<file path="config.mk">
export PLATFORM = sky130hd
export DESIGN_NAME = imem_loader
export DESIGN_NICKNAME = d
export VERILOG_FILES = /design/src/rtl/imem_loader.sv
export SDC_FILE = /design/constraint.sdc
export NUM_CORES = 1
export LEC_CHECK = 0
export BUFFER_PORTS_ARGS = -buffer_cell sky130_fd_sc_hd__buf_2
export CAP_MARGIN = 20
export CORE_MARGIN = 3
export CORE_UTILIZATION = 58
export CTS_BUF_LIST = sky130_fd_sc_hd__clkbuf_4
export CTS_CLUSTER_DIAMETER = 200
export DETAILED_ROUTE_END_ITERATION = 7
export GPL_TIMING_DRIVEN = 0
export PLACE_DENSITY_LB_ADDON = 0.08
export SLEW_MARGIN = 20
export SYNTH_ARGS = -nofsm -noshare
export SYNTH_HDL_FRONTEND = slang
export SYNTH_SLANG_ARGS = --single-unit
</file>
<file path="constraint.sdc">
create_clock -name clk -period 3.1 [get_ports clk]
set_clock_uncertainty 0.15 [all_clocks]
set_input_delay 0.62 -clock clk [delete_from_list [all_inputs] [get_ports clk]]
set_output_delay 0.62 -clock clk [all_outputs]
set_load 0.02 [all_outputs]
</file>
<file path="src/rtl/imem_loader.sv">
// imem_loader -- boot-time instruction-memory loader for the mips_16 core.
//
// Receives a framed byte stream (header N, 2N data bytes high-first, one XOR
// checksum byte), writes each 16-bit word into instruction memory, and
// releases the core from reset only after a frame with a good checksum.
//
// Ports
//   clk          : single clock, rising-edge active
//   reset        : asynchronous, active-low reset
//   start        : one-cycle re-arm request, honoured only in DONE/ERR
//   in_valid     : byte-stream valid
//   in_data      : byte-stream data
//   in_ready     : byte-stream ready (registered)
//   mem_we       : instruction-memory write strobe (one cycle per word)
//   mem_addr     : instruction-memory word address
//   mem_wdata    : instruction word being written
//   cpu_run      : high lets the core execute; low holds it in reset
//   load_done    : last load completed with a good checksum
//   load_err     : last load failed its checksum
//   words_loaded : words written in the current or last load
//
// The header is one byte, so ADDR_W is expected to be at least 8.
module imem_loader #(
  parameter int ADDR_W = 8
) (
  input  logic              clk,
  input  logic              reset,
  input  logic              start,
  input  logic              in_valid,
  input  logic [7:0]        in_data,
  output logic              in_ready,
  output logic              mem_we,
  output logic [ADDR_W-1:0] mem_addr,
  output logic [15:0]       mem_wdata,
  output logic              cpu_run,
  output logic              load_done,
  output logic              load_err,
  output logic [ADDR_W:0]   words_loaded
);

  localparam int CNT_W = ADDR_W + 1;

  typedef enum logic [2:0] {
    HDR  = 3'd0,
    HI   = 3'd1,
    LO   = 3'd2,
    WR   = 3'd3,
    CSUM = 3'd4,
    DONE = 3'd5,
    ERR  = 3'd6
  } state_t;

  state_t            state_r;
  logic [7:0]        n_r;
  logic [7:0]        csum_r;
  logic [ADDR_W-1:0] idx_r;
  logic [CNT_W-1:0]  words_r;
  logic              in_ready_r;
  logic              mem_we_r;
  logic [15:0]       wdata_r;
  logic              cpu_run_r;
  logic              load_done_r;
  logic              load_err_r;
  logic              xfer_s;
  logic              last_word_s;

  // Header value expanded to a word count; a header of 0 means 2^ADDR_W words.
  function automatic logic [CNT_W-1:0] frame_len(input logic [7:0] hdr);
    if (hdr == 8'd0) begin
      frame_len = {1'b1, {ADDR_W{1'b0}}};
    end else begin
      frame_len = {{(CNT_W-8){1'b0}}, hdr};
    end
  endfunction

  // Running checksum update: plain XOR of every data byte.
  function automatic logic [7:0] csum_next(input logic [7:0] acc, input logic [7:0] b);
    csum_next = acc ^ b;
  endfunction

  // Handshake and end-of-frame detection.
  always_comb begin
    xfer_s      = in_valid & in_ready_r;
    last_word_s = ((words_r + {{(CNT_W-1){1'b0}}, 1'b1}) == frame_len(n_r));
  end

  // Loader FSM with all outputs registered alongside the state.
  always_ff @(posedge clk or negedge reset) begin
    if (!reset) begin
      state_r     <= HDR;
      n_r         <= 8'd0;
      csum_r      <= 8'd0;
      idx_r       <= {ADDR_W{1'b0}};
      words_r     <= {CNT_W{1'b0}};
      in_ready_r  <= 1'b0;
      mem_we_r    <= 1'b0;
      wdata_r     <= 16'd0;
      cpu_run_r   <= 1'b0;
      load_done_r <= 1'b0;
      load_err_r  <= 1'b0;
    end else begin
      case (state_r)
        HDR: begin
          // in_ready is low straight out of reset; it rises on the first edge.
          in_ready_r <= 1'b1;
          if (xfer_s) begin
            n_r     <= in_data;
            csum_r  <= 8'd0;
            idx_r   <= {ADDR_W{1'b0}};
            words_r <= {CNT_W{1'b0}};
            state_r <= HI;
          end
        end
        HI: begin
          if (xfer_s) begin
            wdata_r[15:8] <= in_data;
            csum_r        <= csum_next(csum_r, in_data);
            state_r       <= LO;
          end
        end
        LO: begin
          if (xfer_s) begin
            wdata_r[7:0] <= in_data;
            csum_r       <= csum_next(csum_r, in_data);
            in_ready_r   <= 1'b0;
            mem_we_r     <= 1'b1;
            state_r      <= WR;
          end
        end
        WR: begin
          mem_we_r   <= 1'b0;
          in_ready_r <= 1'b1;
          words_r    <= words_r + {{(CNT_W-1){1'b0}}, 1'b1};
          if (last_word_s) begin
            // Address is held on the last word so it never points past N-1.
            state_r <= CSUM;
          end else begin
            idx_r   <= idx_r + {{(ADDR_W-1){1'b0}}, 1'b1};
            state_r <= HI;
          end
        end
        CSUM: begin
          if (xfer_s) begin
            in_ready_r <= 1'b0;
            if (in_data == csum_r) begin
              load_done_r <= 1'b1;
              cpu_run_r   <= 1'b1;
              state_r     <= DONE;
            end else begin
              load_err_r <= 1'b1;
              cpu_run_r  <= 1'b0;
              state_r    <= ERR;
            end
          end
        end
        DONE, ERR: begin
          if (start) begin
            cpu_run_r   <= 1'b0;
            load_done_r <= 1'b0;
            load_err_r  <= 1'b0;
            words_r     <= {CNT_W{1'b0}};
            in_ready_r  <= 1'b1;
            state_r     <= HDR;
          end
        end
        default: begin
          state_r     <= HDR;
          in_ready_r  <= 1'b0;
          mem_we_r    <= 1'b0;
          cpu_run_r   <= 1'b0;
          load_done_r <= 1'b0;
          load_err_r  <= 1'b0;
        end
      endcase
    end
  end

  assign in_ready     = in_ready_r;
  assign mem_we       = mem_we_r;
  assign mem_addr     = idx_r;
  assign mem_wdata    = wdata_r;
  assign cpu_run      = cpu_run_r;
  assign load_done    = load_done_r;
  assign load_err     = load_err_r;
  assign words_loaded = words_r;

endmodule

</file>
### Word-level counts from Yosys, hierarchy flattened

Cells that the tools add are included.

* $add $sub $neg: 2
* equal/unequal tests: 18
* muxes and demuxes: 32
* bitwise logic cells: 5
* reduce and logical (&&, ||, !) cells: 23

Operators by type and width (number)
* $pmux W8 S2: 2
* $mux W9: 3
* $pmux W9 S3: 1
* $mux W8: 3
* $mux W3: 6
* $pmux W3 S6: 1
* $ne A2 B2 Y1 const B: 8
* $reduce_and A3 Y1: 5
* $mux W1: 10
* $add A9 B1 Y9 const B: 1
* $eq A3 B3 Y1 const B: 3
* $eq A9 B9 Y1: 1
* $pmux W1 S3: 3
* $add A8 B1 Y8 const B: 1
* $eq A8 B8 Y1: 1
* $logic_not A8 Y1: 1
* $reduce_and A2 Y1: 4
* $reduce_and A4 Y1: 2
* $reduce_or A2 Y1: 4
* $xor A8 B8 Y8: 1
* $eq A3 B2 Y1 const B: 2
* $reduce_and A5 Y1: 1
* $reduce_or A5 Y1: 1
* $ne A2 B1 Y1 const B: 2
* 10 further kinds: 13

* register bits after elaboration: 57
* word-level logic and storage cells: 92

### Logic depth before layout (Yosys ltp)

Gate-level depths: netlist of run 1.

* depth after elaboration: 5
* mapped depth: 8
* depth with buffers taken out: 8

### Least setup slack after synthesis of run 1

Ideal clock, no wire load.

* kind: register to register
* start: register words_r[0] (netlist: words_loaded[0])
* end: register idx_r[4] (netlist: mem_addr[4])
* setup time: 0.074 ns
* arrival time: 2.347 ns
* required time: 2.876 ns
* path slack: 0.529 ns
* stages on the path, launching flop included: 9
* buffers on the path: 0
* clock period less this slack: 2.571 ns
* path through: dfrtp_1 > ha_1 > nand2_1 > nor3_2 > xor3_1 > o2111ai_4 > a31oi_4 > or3_1 > a21oi_2

* word-level cells in the longest chain between the ends: 4

Ends and longest elaborated chain
* from (decl): line 57 `logic [CNT_W-1:0] words_r;`
* from (signal assigned): line 94 `words_r <= {CNT_W{1'b0}};`
* from (signal assigned): line 110 `words_r <= {CNT_W{1'b0}};`
* from (signal assigned): line 133 `words_r <= words_r + {{(CNT_W-1){1'b0}}, 1'b1};`
* $add A9 B1 Y9: line 84 `last_word_s = ((words_r + {{(CNT_W-1){1'b0}}, 1'b1}) == frame_len(n_r));`
* $eq A9 B9 Y1: line 84
* $ne A2 B2 Y1 (no source line)
* $reduce_and A3 Y1 (no source line)
* to (signal assigned): line 93 `idx_r <= {ADDR_W{1'b0}};`
* to (signal assigned): line 109 `idx_r <= {ADDR_W{1'b0}};`
* to (signal assigned): line 138 `idx_r <= idx_r + {{(ADDR_W-1){1'b0}}, 1'b1};`
* to (decl): line 56 `logic [ADDR_W-1:0] idx_r;`

Every way passes these cells.
A chain may end at the register's enable or synchronous reset.

### Final worst setup path of run 1

Ends and elaborated chain as after synthesis.

==> results of run 1 <==
==> power by group through the flow <==
| stage | Clock (W) | Sequential, W | Combinational [W] |
|---|---|---|---|
| after global placement | 0 | 0.00125 | 0.00141 |
| after detailed placement | 0 | 0.00127 | 0.00144 |
| final | 0.000445 | 0.00126 | 0.00145 |
| after CTS | 0.000446 | 0.00125 | 0.00145 |
| after global routing | 0.000491 | 0.00130 | 0.00160 |
| after floorplan | 0 | 0.00142 | 0.000862 |
==> state kept, by name, summed over array words and instances (netlist names) <==
name,count
cpu_run,1
state_r,3
load_done,1
in_ready,1
csum_r,8
mem_wdata,16
load_err,1
n_r,8
mem_we,1
words_loaded,9
mem_addr,8
==> routing by layer <==
| metal | vias to the layer above | routed length (um) | share of wire (%) |
|---|---|---|---|
| li1 | 1236 | - | - |
| met1 | 1222 | 3320 | 50 |
| met2 | 54 | 2990 | 45 |
| met3 | 12 | 260 | 3.9 |
| met4 | 0 | 114 | 1.7 |
| met5 | - | 0 | 0 |
==> cell families after synthesis <==
family	Yosys count	share of synthesized area, %
buf+inv	18	2.33
mux	18	6.71
xor+xnor	19	6.50
compound gates	72	16.0
simple gates	126	19.5
flops	57	47.5
fa+ha+maj	3	1.50
==> stage by stage <==
| step | total power, W | instance area, um2 | instances | setup slack (ps) |
|---|---|---|---|---|
| finish | 0.00315 | 3440 | 445 | 360 |
| global route | 0.00339 | 3440 | 445 | 241 |
| CTS | 0.00315 | 3440 | 445 | 392 |
| detailed placement | 0.00271 | 3330 | 429 | 427 |
| global placement | 0.00266 | 3330 | 429 | 474 |
| floorplan | 0.00228 | 3000 | 313 | 529 |
==> synthesized netlist by cell type, drive strengths merged, types with 4 or more instances <==
| cell type | count |
|---|---|
| a21oi | 11 |
| a31oi | 4 |
| clkbuf | 9 |
| dfrtp | 57 |
| inv | 6 |
| mux2 | 17 |
| nand2 | 58 |
| nand3 | 16 |
| nor2 | 24 |
| nor3 | 6 |
| nor4 | 4 |
| o21ai | 38 |
| o22ai | 4 |
| or3 | 6 |
| xnor2 | 4 |
| xor2 | 13 |
==> final cells by class <==
class | count | share of cell area [%]
multi-input combinational | 238 | 43.8
sequential | 57 | 41.5
timing repair buffer | 49 | 7.21
tap | 67 | 2.44
clock buffer | 11 | 2.40
buffer | 12 | 1.38
clock inverter | 5 | 0.655
inverter | 6 | 0.655
==> final timing paths <==
kind	startpoint	endpoint	depth (start not counted)
worst max-delay path	words_loaded[0]	mem_addr[4]	8
worst min-delay path	reset	in_ready	1
worst max register to register	words_loaded[0]	mem_addr[4]	8
worst min register to register	cpu_run	cpu_run	2
max in group asynchronous	reset	mem_addr[4]	1
min in group clk	cpu_run	cpu_run	2
==> results by group, run 1 <==
Run status
  – Outcome: complete, no violations

Logic synthesis
  – Syn_area_per_cell: between 9 and 10 um2
  – Most used DFF post-synth: dfrtp_1
  – Syn Std Cell Area: about 3000 um2
  – Asr flop ratio synth: 100%
  – Net count after synthesis: between 300 and 400
  – Top area cells in the synthesized netlist: dfrtp_1 (48%), nand2_1 (7.1%), mux2_2 (6.4%)
  – Warnings, synthesis: 0
  – Post-synthesis sequential area ratio: between 40 and 50%
  – Distinct cell type count after synthesis: 54
  – Post-synth top area cell: dfrtp_1
  – Post-synth EDFFs: 0
  – #FFs+latches synth: 57
  – Post-synth top area share: about 48%
  – Mapped Cells: 313

Global route
  – Vias in the first global route: 2426
  – First-pass GRT wire length: approximately 11000 um
  – Met2 Use GR: between 30% and 40%
  – Global route overflow: 0
  – Initial antenna violation count: 0
  – Gr usage total: between 20% and 30%
  – Most Crowded Layer GR: met2
  – Largest net degree at the start of global routing: 58
  – Met3 Track Usage GR: between 3 and 4%
  – Global Route met1 Usage: 34.0%

Setup path
  – WS Path Type: reg -> reg
  – Cell family with most CP delay: simple AND/OR/NAND/NOR gates
  – Critical path startpoint category: flip-flop
  – R2R Setup Slk: approximately 360 ps
  – Data required time of the critical path: ~3300 ps
  – Buffers & Inverters on Critical Path: 0
  – Critical Path Fanout Max: 7
  – Worst Setup End Kind: flip-flop
  – Critical-path cell list: ha_1 > nand2_1 > nor3_2 > xor3_1 > o2111ai_4 > a31oi_4 > or3_1 > a21oi_2
  – Slowest cell on crit path: dfrtp_1
  – Worst path arrival time: 2910 ps
  – CP peak stage delay: 510 ps

Timing
  – Fmax: 0.365 GHz
  – Fin crit share: roughly nine tenths
  – RSZ-0062 raised after global routing: false
  – Slew margin rel.: 44.6%
  – Final hold vios: 0
  – Final setup viols: 0
  – Worst slew pin tran: about 830 ps
  – Worst hold slack: 90.3 ps
  – Setup_tns: 0 ps
  – Min Clock Period, post-route: approximately 2700 ps
  – Pins Over Slew Limit: 0

Placed design
  – Routability cong.: a little under 0.9
  – Buffers on Ports: 49
  – Hpwl dp: between 4000 and 5000 um

Routing
  – DR vias: 2524
  – Initial DRC Count: 180
  – Routed wire length: 6690 um
  – DR WL/cell: 15.0 um
  – Antenna Nets Post-Route: 0
  – Drt drc: 0
  – First drt pass iteration count: 4
  – Vias/cell: between 5 and 6

CTS
  – Root Buffer: clkbuf_4
  – # hold bufs at CTS: 0
  – H-tree lvl count: 3
  – Clk sinks: 57
  – Skew-Pair Late Insertion Delay: about 400 ps
  – Post-CTS resize count: 0
  – CTS tree: built
  – Number of CTS-inserted buffers: 9
  – CTS max path bufs: 2
  – Setup bufs post-CTS: 0
  – Clk slew on worst S/H paths: 100 ps

Power
  – Max VDD drop: about 0.54 mV
  – Power Density: approximately 900 nW/um2
  – Lkg Pwr: 1.59 nW
  – Pint: about 0.0018 W
  – Sw Pwr: 0.00138 W
  – Clock network fraction of total power: 14.1%
  – Seq pwr share: 40.0%
  – Switching part of the total: 44.0%
  – Logic gate share of total power: 45.9%

Finish
  – Layout Utilization: roughly 70%
  – # diodes: 0
  – Share of cells above drive strength 1: around a quarter
  – P&R area growth vs syn: 14.5%
  – Fin nets: between 300 and 400
  – Fill count: 396
  – Register area: 1430 um2
  – Footprint of the multi-input gates: approximately 1500 um2
  – Commonest non-fill, non-tap cells in the layout: nand2_1 (57), dfrtp_1 (57), buf_2 (50), o21ai_0 (37), nor2_1 (24)

Floorplanning
  – Chip Height: around 80 um
  – Die area: approximately 6100 um2
  – FP Rows: 25
  – Starting Density: 61.9%
  – Count of boundary I/O pins: 50
  – Core Footprint: between 4000 and 5000 um2
  – Die width: around 80 um

Hold path
  – Hold Crit Class: in -> async

Run
  – Max-cap violation count: 0
(Power assumes the default switching activity.)
==> run 2, diff against run 1 <==
--- a/config.mk
+++ b/config.mk
@@ -9,7 +9,7 @@
 export CAP_MARGIN = 20
 export CORE_MARGIN = 3
 export CORE_UTILIZATION = 58
-export CTS_BUF_LIST = sky130_fd_sc_hd__clkbuf_4
+export CTS_BUF_LIST = sky130_fd_sc_hd__clkbuf_2 sky130_fd_sc_hd__clkbuf_4 sky130_fd_sc_hd__clkbuf_8
 export CTS_CLUSTER_DIAMETER = 200
 export DETAILED_ROUTE_END_ITERATION = 7
 export GPL_TIMING_DRIVEN = 0
==> run 2 against run 1 <==
Global-route usage is 0.47 points higher. Via count is 2.3% higher. Critical endpoint unchanged. Wire length is 1.2% higher.
==> results by group, run 2 (synthesized netlist as in run 1, its figures left out) <==
Finish
  – # diodes: 0
  – Share of cells above drive strength 1: around a quarter
  – Final Cell Area: between 3000 and 4000 um2
  – Fill count: about 390
  – P&R area growth vs syn: 17.1%
  – Footprint of the multi-input gates: about 1500 um2
  – Commonest non-fill, non-tap cells in the layout: nand2_1 (57), dfrtp_1 (57), buf_2 (50), o21ai_0 (37), nor2_1 (24)
  – Post-route non-filler standard cell count: between 400 and 500
  – Fin nets: roughly 390
  – Max reg flops: 16
  – Register area: 1430 um2

Setup path
  – CP peak stage delay: 490 ps
  – Worst Setup End Kind: flip-flop
  – Reg2reg end: mem_addr[4]
  – Reg2Reg Depth: 8
  – Critical Path Fanout Max: 7
  – Worst path arrival time: about 2800 ps
  – Critical path startpoint category: flip-flop
  – R2R Setup Slk: around 370 ps
  – Cell family with most CP delay: simple AND/OR/NAND/NOR gates
  – WS Path Type: reg -> reg
  – Buffers & Inverters on Critical Path: 0
  – R2r startpoint: words_loaded[0]
  – Slowest cell on crit path: dfrtp_1
  – Critical-path cell list: ha_1 > nand2_1 > nor3_2 > xor3_1 > o2111ai_4 > a31oi_4 > or3_1 > a21oi_2
  – Data required time of the critical path: 3210 ps

CTS
  – Setup bufs post-CTS: 0
  – Post-CTS resize count: 0
  – CTS max path bufs: 2
  – Clk sinks: 57
  – Clk slew on worst S/H paths: 60 ps
  – Skew-Pair Late Insertion Delay: about 340 ps
  – H-tree lvl count: 3
  – Root Buffer: clkbuf_8
  – Number of CTS-inserted buffers: 9
  – # hold bufs at CTS: 0
  – CTS tree: built

Global route
  – Gr usage total: about a quarter
  – Vias in the first global route: between 2000 and 2500
  – Largest net degree at the start of global routing: 58
  – First-pass GRT wire length: 11600 um
  – Initial antenna violation count: 0
  – Global route overflow: 0

Routing
  – First drt pass iteration count: 4
  – DR vias: around 2600
  – DR WL/cell: approximately 15 um
  – Vias/cell: 5.80
  – Initial DRC Count: about 160
  – Routed wire length: slightly below 7000 um
  – Antenna Nets Post-Route: 0
  – Drt drc: 0

Placed design
  – Buffers on Ports: a little under 50
  – # placed instances: 429
  – Hpwl dp: approximately 4700 um
  – Area post-placement: approximately 3300 um2
  – Routability cong.: 0.892

Power
  – Max VDD drop: between 0.5 and 0.6 mV
  – Power Density: approximately 950 nW/um2
  – Lkg Pwr: approximately 1.6 nW

Floorplanning
  – Die area: 6070 um2
  – Die width: approximately 78 um
  – Starting Density: 61.9%
  – Count of boundary I/O pins: 50
  – FP Rows: 25
  – Core Footprint: 4850 um2
  – Chip Height: roughly 78 um

Hold path
  – Hold Crit Class: in -> async

Timing
  – RSZ-0062 raised after global routing: false
  – Final setup viols: 0
  – Setup_tns: 0 ps
  – Fin crit share: 88.2%
  – Fmax: between 0.3 and 0.4 GHz
  – Final hold vios: 0
  – Pins Over Slew Limit: 0
  – Worst slew pin tran: 838 ps
  – Min Clock Period, post-route: roughly 2700 ps
  – Slew margin rel.: between 40% and 50%

Run
  – Max-cap violation count: 0

Run status
  – Outcome: complete, no violations
run 2: changes by cell type in the layout (fill, tap and decap cells not counted):
cell	before	now
clkinv_1	2	0
clkbuf_4	11	2
clkbuf_8	0	11
run 2: worst max path at each step:
stage                     from          end  slack (ps)  depth (start not counted)
2_1_floorplan  words_loaded[0]  mem_addr[4]         530                          8
3_5_place_dp   words_loaded[0]  mem_addr[4]         430                          8
4_1_cts        words_loaded[0]  mem_addr[4]         390                          8
3_3_place_gp   words_loaded[0]  mem_addr[4]         470                          8
6_report       words_loaded[0]  mem_addr[4]         370                          8
5_1_grt        words_loaded[0]  mem_addr[7]         240                          8
run 2: final cells by class:
type / instances / share of cell area, %
Inverter: 6 / 0.641
Buffer: 12 / 1.35
Multi-Input combinational cell: 238 / 42.8
Clock buffer: 13 / 4.73
Tap cell: 67 / 2.39
Sequential cell: 57 / 40.6
Timing Repair Buffer: 49 / 7.05
Clock inverter: 3 / 0.427
run 2: stage by stage:
stage | utilization [%] | hold WS [ps] | total power [W] | worst slack (ps)
2_1_floorplan | - | 174 | 0.00228 | 529
3_3_place_gp | 68.7 | 313 | 0.00266 | 474
3_5_place_dp | 68.7 | 320 | 0.00271 | 427
4_1_cts | 72.5 | 208 | 0.00336 | 392
5_1_grt | 72.5 | 241 | 0.00359 | 236
6_report | 72.5 | 171 | 0.00335 | 367
run 2: layer usage:
layer	GRT usage [%]	routed length, um	vias up
li1	-	-	1234
met1	34.1	3250	1263
met2	36.1	3060	70
met3	4.41	291	14
met4	12.1	167	0
met5	0	0	-
run 2: power by group:
group | leakage, nW | internal (W) | switching (W)
registers | 0.727 | 0.00102 | 0.000240
clock network | 0.100 | 0.000347 | 0.000292
logic | 0.799 | 0.000574 | 0.000876
